## config.mk

```make
export PLATFORM = sky130hd
export DESIGN_NAME = rr_decode_arbiter
export DESIGN_NICKNAME = d
export VERILOG_FILES = /design/src/rtl/rr_decode_arbiter.sv
export SDC_FILE = /design/constraint.sdc
export NUM_CORES = 1
export LEC_CHECK = 0
export ABC_CLOCK_PERIOD_IN_PS = 5260
export CAP_MARGIN = 20
export CORE_MARGIN = 4
export CORE_UTILIZATION = 30
export CTS_CLUSTER_DIAMETER = 30
export DETAILED_ROUTE_END_ITERATION = 12
export PLACE_DENSITY = 0.45
export SKIP_LAST_GASP = 1
export SLEW_MARGIN = 20
export SYNTH_ARGS = -nofsm -noshare
export SYNTH_HDL_FRONTEND = slang
export SYNTH_SLANG_ARGS = --single-unit
```

## constraint.sdc

```tcl
create_clock -name sys_clk -period 5.26 [get_ports sys_clk]
set_input_delay 1.052 -clock sys_clk [delete_from_list [all_inputs] [get_ports sys_clk]]
set_output_delay 1.052 -clock sys_clk [all_outputs]
set_load 0.1 [all_outputs]
```

## src/rtl/rr_decode_arbiter.sv

```systemverilog
`default_nettype none
// ============================================================================
// Module      : rr_decode_arbiter
// Description : Round-robin arbiter that shares one 3-to-8 decoded resource
//               among 8 requesters. The owner index is driven on sel
//               (sel[0] feeds decoder in1), with a matching one-hot grant.
//               Each grant lasts at most HOLD_MAX cycles. One dead cycle
//               always follows the end of a grant.
// Ports       : sys_clk     - system clock, rising edge
//               sys_rst     - synchronous reset, active-high
//               req[7:0]    - level requests, held until served
//               sel[2:0]    - current/last owner index {in3,in2,in1}
//               grant[7:0]  - one-hot grant, zero when grant_valid=0
//               grant_valid - a grant is active this cycle
//               timeout     - 1-cycle pulse when a grant ends by HOLD_MAX
// Revision    : 1.0 - initial release
// ============================================================================
module rr_decode_arbiter #(
    parameter int HOLD_MAX = 16,
    parameter int CNT_W    = 8
) (
    input  logic       sys_clk,
    input  logic       sys_rst,
    input  logic [7:0] req,
    output logic [2:0] sel,
    output logic [7:0] grant,
    output logic       grant_valid,
    output logic       timeout
);

    typedef enum logic [1:0] {
        ST_IDLE  = 2'd0,
        ST_GRANT = 2'd1,
        ST_GAP   = 2'd2
    } state_t;

    localparam logic [CNT_W-1:0] C_HOLD_LAST = CNT_W'(HOLD_MAX - 1);

    state_t           r_state, w_state;
    logic [2:0]       r_sel, w_sel;
    logic             r_gv, w_gv;
    logic             r_timeout, w_timeout;
    logic [2:0]       r_ptr, w_ptr;
    logic [CNT_W-1:0] r_cnt, w_cnt;

    logic [2:0]       w_pick;
    logic             w_any;

    // First set request searching ptr, ptr+1, ... (mod 8). Scanning from the
    // farthest offset down lets the nearest hit overwrite the others.
    always_comb begin
        w_pick = r_ptr;
        w_any  = |req;
        for (int i = 7; i >= 0; i--) begin
            if (req[r_ptr + 3'(i)]) begin
                w_pick = r_ptr + 3'(i);
            end
        end
    end

    always_comb begin
        w_state   = r_state;
        w_sel     = r_sel;
        w_gv      = r_gv;
        w_timeout = 1'b0;
        w_ptr     = r_ptr;
        w_cnt     = r_cnt;
        case (r_state)
            ST_IDLE, ST_GAP: begin
                w_gv = 1'b0;
                if (w_any) begin
                    w_sel   = w_pick;
                    w_gv    = 1'b1;
                    w_cnt   = '0;
                    w_state = ST_GRANT;
                end else begin
                    w_state = ST_IDLE;
                end
            end
            ST_GRANT: begin
                if (!req[r_sel]) begin
                    // Voluntary release wins even on the final allowed cycle.
                    w_gv    = 1'b0;
                    w_ptr   = r_sel + 3'd1;
                    w_state = ST_GAP;
                end else if (r_cnt == C_HOLD_LAST) begin
                    w_gv      = 1'b0;
                    w_ptr     = r_sel + 3'd1;
                    w_timeout = 1'b1;
                    w_state   = ST_GAP;
                end else begin
                    w_cnt = r_cnt + 1'b1;
                end
            end
            default: begin
                w_gv    = 1'b0;
                w_state = ST_IDLE;
            end
        endcase
    end

    always_ff @(posedge sys_clk) begin
        if (sys_rst) begin
            r_state   <= ST_IDLE;
            r_sel     <= 3'd0;
            r_gv      <= 1'b0;
            r_timeout <= 1'b0;
            r_ptr     <= 3'd0;
            r_cnt     <= '0;
        end else begin
            r_state   <= w_state;
            r_sel     <= w_sel;
            r_gv      <= w_gv;
            r_timeout <= w_timeout;
            r_ptr     <= w_ptr;
            r_cnt     <= w_cnt;
        end
    end

    assign sel         = r_sel;
    assign grant_valid = r_gv;
    assign timeout     = r_timeout;
    assign grant       = r_gv ? (8'b1 << r_sel) : 8'h00;

endmodule
`default_nettype wire
```

After elaboration in Yosys (flattened, before gate mapping) --
Cells that the tools add are included. Widths: inputs -> output; s select.
Operators by class: reduce and logical (&&, ||, !) cells 8, multiplexer cells 42, $add $sub $neg 9, eq/ne operators 8, bitwise gates (word level) 2, order comparisons 9, shift operators 1
Operators by type and width (count):
- $lt 3x4->1 const B | 9
- $mux 8 | 4
- $mux 3 | 10
- $bmux 1 s3 | 9
- $pmux 8 s2 | 1
- $mux 1 | 14
- $add 3x3->3 const B | 4
- $add 8x1->8 const B | 1
- $eq 8x4->1 const B | 1
- $reduce_or 8->1 | 1
- $shl 1x3->8 const A | 1
- $add 3x1->3 const B | 2
- $add 3x2->3 const B | 2
- $ne 2x2->1 const B | 3
- $mux 2 | 2
- $pmux 2 s2 | 1
- $reduce_and 2->1 | 2
- $reduce_and 4->1 | 1
- $ne 3x3->1 const B | 1
- $reduce_or 3->1 | 1
- $eq 2x1->1 const B | 1
- $eq 2x2->1 const B | 1
- $logic_not 2->1 | 1
- $ne 2x1->1 const B | 1
- 4 further kinds | 5
Storage, ports and cells: bits of input ports 10, logic and storage cells 85, output and inout bits 13, bits in registers 18

Logic depth before layout (Yosys ltp) --
Gate-level depths: netlist of the first run.
word-level depth 11, depth in mapped cells 11, depth with buffers taken out 8

Worst setup path before layout of the first run --
OpenSTA, ideal clock, no wires.
path kind flip-flop to output port, start point register r_sel[0] (netlist: sel[0]), end point output port grant[7], required time 4.208 ns, cell stages (with the launch flop) 4, buffers on the path 0, setup slack 1.969 ns, arrival time 2.239 ns, path through dfxtp_1 -> ha_1 -> ha_1 -> and2_1
Between the ends: cells in the longest elaborated chain, start to end 2
RTL lines:
- start: declaration | RTL line 40 | logic [2:0] r_sel, w_sel;
- start signal: assignment | RTL line 112 | r_sel <= w_sel;
- $shl 1x3->8 | RTL line 123 | assign grant = r_gv ? (8'b1 << r_sel) : 8'h00;
- $mux 8 | RTL line 123
- end: declaration | RTL line 26 | output logic [7:0] grant,
No other way between the ends.

Worst setup path in the final report of the first run --
start point register r_ptr[0], end point register r_sel[2] (netlist: sel[2])
Between the ends: cells in the longest elaborated chain, start to end 11, elaborated cells between the ends (all ways) 31, classes of those cells add/sub: 7; mux: 24
RTL lines:
- start: declaration | RTL line 43 | logic [2:0] r_ptr, w_ptr;
- start signal: assignment | RTL line 115 | r_ptr <= w_ptr;
- $add 3x3->3 | RTL line 55, 56
- $bmux 1 s3 | RTL line 55 | if (req[r_ptr + 3'(i)]) begin
- $mux 1 (not written as such) | RTL line 55
- $mux 3 (7 in a row) | RTL line 55
- $mux 3 (*) | RTL line 55
Every way passes the cells marked *; elsewhere a longest branch is shown, timed or not. The select of a mux whose other input is x is not followed. A chain may end at the register's enable or synchronous reset.

==> results.yml, run 1 <==
logic_synthesis:
  postSynthCellCount: 198
  synthArstFlopShare_pct: 0
  synth.area.top_cells: "dfxtp_1, mux4_2, mux2i_1"
  dominantRegCellSynth: "dfxtp_1"
  syn_avg_cell_area_um2: 9.24
  syn_area_um2: 1830
  synth_top_area_cell: "dfxtp_1"
  synth_cell_type_count: 55
  total_of_warnings_raised_by_yosys: 0
  synthDominantCellAreaShare_pct: 19.7
  synthesis.nets: 217
  synth_seq_cells: 18
  ys_seq_area_share_pct: 19.7
  synth_enable_flop_cells: 0
pwr:
  proportion_of_power_drawn_by_flip_flops_and_latches_pct: 23.6
  power.switching_w: 0.000376
  power.internal_w: 0.000415
  p_comb_share_pct: 62.0
  pwr-share-clk_pct: 14.4
  cellLeakagePower_nw: 0.758
  peakVddDrop_mv: 0.189
  powerDensity_nw_per_um2: 371
  sw_frac_of_total_pct: 47.5
  fin_total_pwr_w: 0.000792
sta:
  finalCritPeriodShare_pct: 66.6
  hold-worst-slack_ns: 0.502
  final_hold_viol_count: 0
  timing.setup.tns_ns: 0
  rsz0062_at_grt: "no"
  drv_slew: 0
  timing.fmax_mhz: 285
  fin_skew_ns: 0.00490
  period_needed_ns: 3.50
  tightestPinTransition_ns: 0.970
  setup-violations-final: 0
  relSlewSlack_pct: 35.1
setup_path:
  critical_path.endpoint_type: "flip-flop"
  critical_path_peak_fanout: 17
  path_class: "reg2reg"
  critical-path-top-delay-family: "compound AO/OA/AOI/OAI gates"
  cp-start-kind: "flip-flop"
  cp.required_ns: 5.44
  max_stage_delay_on_crit_path_ns: 0.82
  crit_chain: "inv_1 -> ha_1 -> mux4_2 -> o2bb2ai_1 -> a311o_1 -> a221oi_2 -> o221ai_1 -> o21ai_1"
  slowest_stage: "dfxtp_1"
  critPathArrivalTime_ns: 3.68
  cp_num_buf_inv: 1
place:
  detailedPlacementHpwl_mm: 3.38
  port_buffers: 22
  gp_congestion: 0.726
floorplan:
  initial_utilization_pct: 30.9
  cell_row_count: 28
  die_height_um: 86.1
  design.core.area_um2: 5920
  fp.dieW_um: 86.1
  fp.dieArea_um2: 7410
  io_pins: 23
global_routing:
  antenna_violations_before_repair: 0
  grt_met3_use_pct: 1.54
  global_route.usage.met2_pct: 19.5
  grt_start_max_net_pins: 22
  grt_pass1_vias: 1534
  groute.layer.met1.usage_pct: 20.0
  grt-ovfl-total: 0
  wire_length_of_the_first_global_routing_pass_mm: 7.89
  grt_most_used_layer: "met1"
  groute.usage.overall_pct: 12.9
clock_network:
  clock_tree.htree_level_count: 1
  clock_insertion_delay_worst_skew_ns: 0.25
  cts-resized-gates: 0
  cts.clk_slew.worst_paths_ns: 0.07
  clock-root-buffer: "clkbuf_8"
  tritoncts_clock_tree: "built"
  cts_max_path_bufs: 2
  tritoncts.num_buffers: 3
  clock-sinks: 18
  postCtsSetupBuffers: 0
  ctsHoldBuffers: 0
final_layout:
  antenna_cells_inserted: 0
  syn2layout_area_growth_pct: 16.6
  layout-drive-gt1-share_pct: 13.7
  layout.nets: 232
  layout_commonest_cell: "clkdlybuf4s50_1"
  layout.cells.most_common_list: "clkdlybuf4s50_1, dfxtp_1, nor2_1, mux4_2"
detailed_routing:
  drt_wl_cell_um: 15.8
  detail-route-antenna-nets: 0
  firstDrtPassIters: 4
  drc: 0
  vias_per_cell: 5.55
  finalWirelength_mm: 4.52
  route.vias.total: 1594
  first_iter_violations: 89
outcome:
  status: "completed"
min_path:
  min-delay-path-class: "reg2reg"
flow_run:
  max_cap_viol_count: 0
[flip-flops by register name, indices dropped and copies added, names as in the netlist]
name and flops:
grant_valid 1, r_cnt 8, r_state 2, timeout 1, r_ptr 3, sel 3
[synthesized netlist by cell type, types with 2 or more instances]
master    instances
a211oi_1          2
a21oi_1           9
a22oi_1           2
a31oi_1           3
and2_1            7
and3_1            3
buf_2             4
buf_4             3
clkbuf_1          4
dfxtp_1          18
ha_1              9
inv_1            10
mux2_2            3
mux2i_1          14
mux4_2           15
nand2_1          14
nand2b_1          4
nand3_1           4
nor2_1           16
nor2b_1           4
nor3_1            3
nor3_2            2
nor4_1            2
o21ai_0           2
o21ai_1           3
o22ai_1           2
or2_1             2
or3_1             2
xnor2_1           5
xor2_1            2
[routing by layer]
layer	wire length, um	share of wire (%)
met4	39	0.86
met2	2010	44
met5	0	0
met1	2280	50
met3	191	4.2
[worst min-delay path: cells and delay by family, from the launching register on]
family | cells | cell delay [ns]
flip-flops | 1 | 0.33
AO/OA/AOI/OAI | 2 | 0.13
[per-stage QoR]
stage                     worst slack [ns]  util (%)  std cells  cell area (um^2)
final                                 1.76      36.0        287              2130
after floorplan                       1.97         -        198              1830
after global placement                1.76      35.1        283              2080
after CTS                             1.68      36.0        287              2130
after global routing                  1.46      36.0        287              2130
after detailed placement              1.73      35.1        283              2080
[kinds of logic (layout without fill, tap and decap cells)]
family | count (synthesis) | after routing | share of synthesized area (%)
AOI/OAI and AO/OA | 37 | 37 | 14.4
xor gates and xnor gates | 7 | 7 | 3.35
adders and majority gates | 9 | 9 | 6.16
buffers and inverters | 24 | 38 | 6.29
DFF | 18 | 18 | 19.7
muxes | 33 | 33 | 29.4
and+or+nand+nor | 70 | 70 | 20.7
[power by group through the flow]
stage | combinational (W) | clock, W | sequential [W]
after global placement | 0.000495 | 0 | 0.000191
final | 0.000491 | 0.000114 | 0.000187
after global routing | 0.000535 | 0.000124 | 0.000194
after floorplan | 0.000352 | 0 | 0.000235
after detailed placement | 0.000490 | 0 | 0.000192
after CTS | 0.000493 | 0.000117 | 0.000189
[final timing paths]
path / endpoint / cells past startpoint / slack, ns / startpoint
max: sel[2] / 8 / 1.76 / r_ptr[0]
min: r_cnt[4] / 2 / 0.50 / r_cnt[4]
max reg2reg: sel[2] / 8 / 1.76 / r_ptr[0]
min reg2reg: r_cnt[4] / 2 / 0.50 / r_cnt[4]
[layout make-up]
type	count	area, um^2
fill	612	3790
multi-input combinational	156	1350
sequential	18	360
clock buffer	4	55.1
inverter	11	41.3
tap	75	93.8
timing repair buffer	23	228
Power figures use the tool's default switching activity.
==> run 2: changes to the inputs <==
--- a/config.mk
+++ b/config.mk
@@ -5,7 +5,7 @@
 export SDC_FILE = /design/constraint.sdc
 export NUM_CORES = 1
 export LEC_CHECK = 0
-export ABC_CLOCK_PERIOD_IN_PS = 5260
+export ABC_CLOCK_PERIOD_IN_PS = 3400
 export CAP_MARGIN = 20
 export CORE_MARGIN = 4
 export CORE_UTILIZATION = 30
==> constraint.sdc (replaced) <==
create_clock -name sys_clk -period 3.4 [get_ports sys_clk]
set_input_delay 0.68 -clock sys_clk [delete_from_list [all_inputs] [get_ports sys_clk]]
set_output_delay 0.68 -clock sys_clk [all_outputs]
set_load 0.1 [all_outputs]
==> results.yml, run 2 (synthesized netlist as in run 1, its figures left out) <==
place:
  gp_congestion: 0.749
  detailedPlacementHpwl_mm: 3.42
  port_buffers: 22
detailed_routing:
  drt_wl_cell_um: 15.4
  route.vias.total: 1547
  first_iter_violations: 105
  finalWirelength_mm: 4.44
  firstDrtPassIters: 4
  vias_per_cell: 5.37
  detail-route-antenna-nets: 0
  drc: 0
floorplan:
  cell_row_count: 28
  initial_utilization_pct: 30.9
  io_pins: 23
  fp.dieArea_um2: 7410
  fp.dieW_um: 86.1
  design.core.area_um2: 5920
  die_height_um: 86.1
clock_network:
  cts_max_path_bufs: 2
  cts-resized-gates: 0
  postCtsSetupBuffers: 0
  tritoncts.num_buffers: 3
  clock_tree.htree_level_count: 1
  clock-sinks: 18
  clock-root-buffer: "clkbuf_8"
  clock_insertion_delay_worst_skew_ns: 0.25
  tritoncts_clock_tree: "built"
  ctsHoldBuffers: 0
  cts.clk_slew.worst_paths_ns: 0.06
global_routing:
  groute.usage.overall_pct: 12.7
  grt_start_max_net_pins: 21
  groute.layer.met1.usage_pct: 18.8
  antenna_violations_before_repair: 0
  wire_length_of_the_first_global_routing_pass_mm: 7.69
  grt_pass1_vias: 1476
  grt_most_used_layer: "met2"
  global_route.usage.met2_pct: 18.9
  grt-ovfl-total: 0
  grt_met3_use_pct: 1.83
final_layout:
  layout_commonest_cell: "dfxtp_1"
  antenna_cells_inserted: 0
  largest_register_ff_count: 8
  register_area_um2: 360
  syn2layout_area_growth_pct: 15.0
  filler_cell_count: 631
  layout.cells.most_common_list: "dfxtp_1, nor2_1, mux4_2, buf_4"
  layout.nets: 234
  multi_input_comb_area_um2: 1350
  regMostFlops: "r_cnt"
  layout-drive-gt1-share_pct: 19.7
sta:
  final_hold_viol_count: 0
  timing.fmax_mhz: 360
  hold-worst-slack_ns: 0.502
  drv_slew: 0
  timing.setup.tns_ns: 0
  rsz0062_at_grt: "no"
  fin_skew_ns: 0.000862
  relSlewSlack_pct: 35.7
  finalCritPeriodShare_pct: 81.6
  tightestPinTransition_ns: 0.961
  setup-violations-final: 0
  period_needed_ns: 2.78
flow_run:
  max_cap_viol_count: 0
pwr:
  p_comb_share_pct: 64.8
  power.internal_w: 0.000618
  proportion_of_power_drawn_by_flip_flops_and_latches_pct: 23.1
  powerDensity_nw_per_um2: 569
  cellLeakagePower_nw: 0.784
  power.switching_w: 0.000577
  peakVddDrop_mv: 0.304
  sw_frac_of_total_pct: 48.3
  pwr-share-clk_pct: 12.1
setup_path:
  cp.required_ns: 3.54
  critical_path_peak_fanout: 13
  critical_path.endpoint_type: "flip-flop"
  critPathArrivalTime_ns: 2.91
  cp-start-kind: "input pin"
  path_class: "in2reg"
min_path:
  min-delay-path-class: "reg2reg"
outcome:
  status: "completed"
run 2: layer usage:
metal  part of all wire, %  up-vias
li1                      -      771
met1                    51      725
met2                    41       43
met3                   5.5        8
met4                   1.7        0
met5                     0        -
run 2: power by group through the flow:
stage	clock (W)	sequential (W)	combinational [W]
2_1_floorplan	0	0.000363	0.000545
3_3_place_gp	0	0.000283	0.000784
3_5_place_dp	0	0.000283	0.000773
4_1_cts	0.000151	0.000278	0.000775
5_1_grt	0.000156	0.000285	0.000848
6_report	0.000145	0.000277	0.000775
run 2: worst max-delay path, cell delays in order:
cell and delay (ns):
clkdlybuf4s50_1 0.60, mux4_2 0.53, mux2i_1 0.25, o32a_1 0.53, nor4_2 0.12, xnor2_1 0.15, nor2_1 0.05
run 2: layout make-up:
cell class                 instances  area share [%]
clock buffer                       3            1.96
sequential                        18            17.1
multi-input combinational        156            64.4
tap                               75            4.46
timing repair buffer              25            10.1
inverter                          11            1.96
run 2: final timing paths:
kind	from	to	slack, ns	depth (start not counted)
setup / recovery	req[2]	r_cnt[7]	0.62	7
hold reg to reg	r_cnt[4]	r_cnt[4]	0.50	2
hold / removal	r_cnt[4]	r_cnt[4]	0.50	2
setup reg to reg	r_ptr[0]	sel[2]	0.80	8
run 2: metrics by stage:
step	power, W	std cells	worst slack, ns	instance area, um^2	util (%)
after global placement	0.00107	285	0.340	2060	34.8
after floorplan	0.000909	198	0.481	1830	-
after global routing	0.00129	288	0.413	2100	35.5
after detailed placement	0.00106	285	0.359	2060	34.8
after CTS	0.00120	288	0.640	2100	35.5
final	0.00120	288	0.625	2100	35.5
==> run 3: changes to the inputs <==
--- a/config.mk
+++ b/config.mk
@@ -5,13 +5,13 @@
 export SDC_FILE = /design/constraint.sdc
 export NUM_CORES = 1
 export LEC_CHECK = 0
-export ABC_CLOCK_PERIOD_IN_PS = 3400
+export ABC_CLOCK_PERIOD_IN_PS = 2500
 export CAP_MARGIN = 20
 export CORE_MARGIN = 4
 export CORE_UTILIZATION = 30
 export CTS_CLUSTER_DIAMETER = 30
 export DETAILED_ROUTE_END_ITERATION = 12
-export PLACE_DENSITY = 0.45
+export PLACE_DENSITY = 0.47
 export SKIP_LAST_GASP = 1
 export SLEW_MARGIN = 20
 export SYNTH_ARGS = -nofsm -noshare
==> constraint.sdc (replaced) <==
create_clock -name sys_clk -period 2.5 [get_ports sys_clk]
set_input_delay 0.5 -clock sys_clk [delete_from_list [all_inputs] [get_ports sys_clk]]
set_output_delay 0.5 -clock sys_clk [all_outputs]
set_load 0.1 [all_outputs]
==> results.yml, run 3 (synthesized netlist as in run 1, its figures left out) <==
final_layout:
  layout.cells.most_common_list: "buf_4, nor2_1, mux4_2, mux2i_1, nand2_1"
  filler_cell_count: 613
  final_util_pct: 40.9
  antenna_cells_inserted: 0
  largest_register_ff_count: 8
  layout.nets: 266
  regMostFlops: "r_cnt"
  layout_commonest_cell: "buf_4"
  syn2layout_area_growth_pct: 32.3
  layout-drive-gt1-share_pct: 35.5
clock_network:
  clock_insertion_delay_worst_skew_ns: 0.25
  clock-sinks: 18
  clock-root-buffer: "clkbuf_8"
  cts_max_path_bufs: 2
  cts.clk_slew.worst_paths_ns: 0.06
  tritoncts_clock_tree: "built"
  tritoncts.num_buffers: 3
  clock_tree.htree_level_count: 1
setup_path:
  critical-path-top-delay-family: "multiplexers"
  crit_chain: "clkdlybuf4s50_1 -> buf_4 -> mux4_2 -> mux2_2 -> nor2b_1 -> a32oi_1 -> a31oi_1 -> a41o_1"
  critical_path.endpoint_type: "flip-flop"
  path_class: "in2reg"
  cp_num_buf_inv: 2
  critical_path.reg2reg.startpoint: "r_ptr[0]"
  critPathArrivalTime_ns: 2.53
  critical_path_peak_fanout: 9
  max_stage_delay_on_crit_path_ns: 0.52
  cp-startpoint: "req[7]"
  slowest_stage: "mux4_2"
  cp-start-kind: "input pin"
  cp.required_ns: 2.64
floorplan:
  cell_row_count: 28
  design.core.area_um2: 5920
  die_height_um: 86.1
  fp.dieW_um: 86.1
  initial_utilization_pct: 30.9
  io_pins: 23
  fp.dieArea_um2: 7410
place:
  preCtsSetupSlack_ns: -0.268
  port_buffers: 22
  gp_congestion: 0.785
  detailedPlacementHpwl_mm: 3.75
detailed_routing:
  finalWirelength_mm: 4.73
  drc: 0
  firstDrtPassIters: 4
  detail-route-antenna-nets: 0
  vias_per_cell: 5.13
  route.vias.total: 1641
  drt_wl_cell_um: 14.8
  first_iter_violations: 106
sta:
  setup-violations-final: 0
  final_hold_viol_count: 0
  timing.fmax_mhz: 418
  rsz0062_at_grt: "no"
  period_needed_ns: 2.39
  tightestPinTransition_ns: 0.346
  timing.setup.tns_ns: 0
  fin_ws_ns: 0.109
  finalCritPeriodShare_pct: 95.7
  fin_skew_ns: 0.00129
  relSlewSlack_pct: 76.9
  drv_slew: 0
global_routing:
  wire_length_of_the_first_global_routing_pass_mm: 7.95
  grt_start_max_net_pins: 21
  grt_pass1_vias: 1522
  grt-ovfl-total: 0
  groute.usage.overall_pct: 13.5
  antenna_violations_before_repair: 0
outcome:
  status: "completed"
pwr:
  powerDensity_nw_per_um2: 755
  peakVddDrop_mv: 0.402
  cellLeakagePower_nw: 1.01
flow_run:
  max_cap_viol_count: 0
min_path:
  min-delay-path-class: "reg2reg"
  min_from: "r_cnt[3]"
[run 3: cell types whose count changed in the layout (fill, tap and decap cells not counted), moves of 2 or more]
cell,before,now
buf_4,15,46
clkdlybuf4s50_1,10,3
dfxtp_1,18,12
dfxtp_2,0,6
dlymetal6s2s_1,0,6
buf_12,0,2
[run 3: layout make-up]
| type | instances | area [um^2] | share of cell area (%) |
|---|---|---|---|
| multi-input cells | 156 | 1390 | 57.2 |
| repair buffers | 57 | 490 | 20.3 |
| inverters | 11 | 41.3 | 1.71 |
| clock buffers | 3 | 41.3 | 1.71 |
| flip-flops and latches | 18 | 368 | 15.2 |
| well taps | 75 | 93.8 | 3.88 |
[run 3: worst register-to-register path: stages (launching register included)]
cell	delay [ns]
dfxtp_2	0.33
inv_1	0.07
ha_4	0.33
mux4_2	0.58
mux2_2	0.30
nor2b_1	0.16
a32oi_1	0.15
a31oi_1	0.10
a41o_1	0.21
[run 3: through the flow]
step | cell area, um^2 | power [W] | hold slack, ns | cells
2_1_floorplan | 1860 | 0.00126 | 0.468 | 198
3_3_place_gp | 2330 | 0.00161 | 0.496 | 315
3_5_place_dp | 2330 | 0.00161 | 0.500 | 315
4_1_cts | 2370 | 0.00181 | 0.512 | 318
5_1_grt | 2420 | 0.00196 | 0.536 | 320
6_report | 2420 | 0.00183 | 0.512 | 320
[run 3: repair_timing]
item                       CTS  global route
buffers inserted             0             2
resized for setup            0            12
pin swaps                    1             4
hold buffers                 0             0
setup endpoints to repair    1            10
[run 3: worst paths after layout]
kind                   end  depth (start not counted)  slack [ns]
setup / recovery    sel[1]                          8        0.11
hold / removal    r_cnt[3]                          2        0.51
setup reg to reg    sel[1]                          8        0.16
hold reg to reg   r_cnt[3]                          2        0.51
[run 3: routing by layer]
metal | GRT usage (%) | vias up | routed length (um)
met4 | 4.17 | 0 | 65
li1 | - | 834 | -
met1 | 20.8 | 762 | 2470
met3 | 2.11 | 4 | 201
met5 | 0 | - | 0
met2 | 18.9 | 41 | 1990
[run 3: report_power, final]
group	switching, W	internal [W]	total [W]
Combinational	0.000689	0.000561	0.00125
Clock	0.0000921	0.000107	0.000199
Sequential	0.0000512	0.000326	0.000377
Total	0.000832	0.000994	0.00183
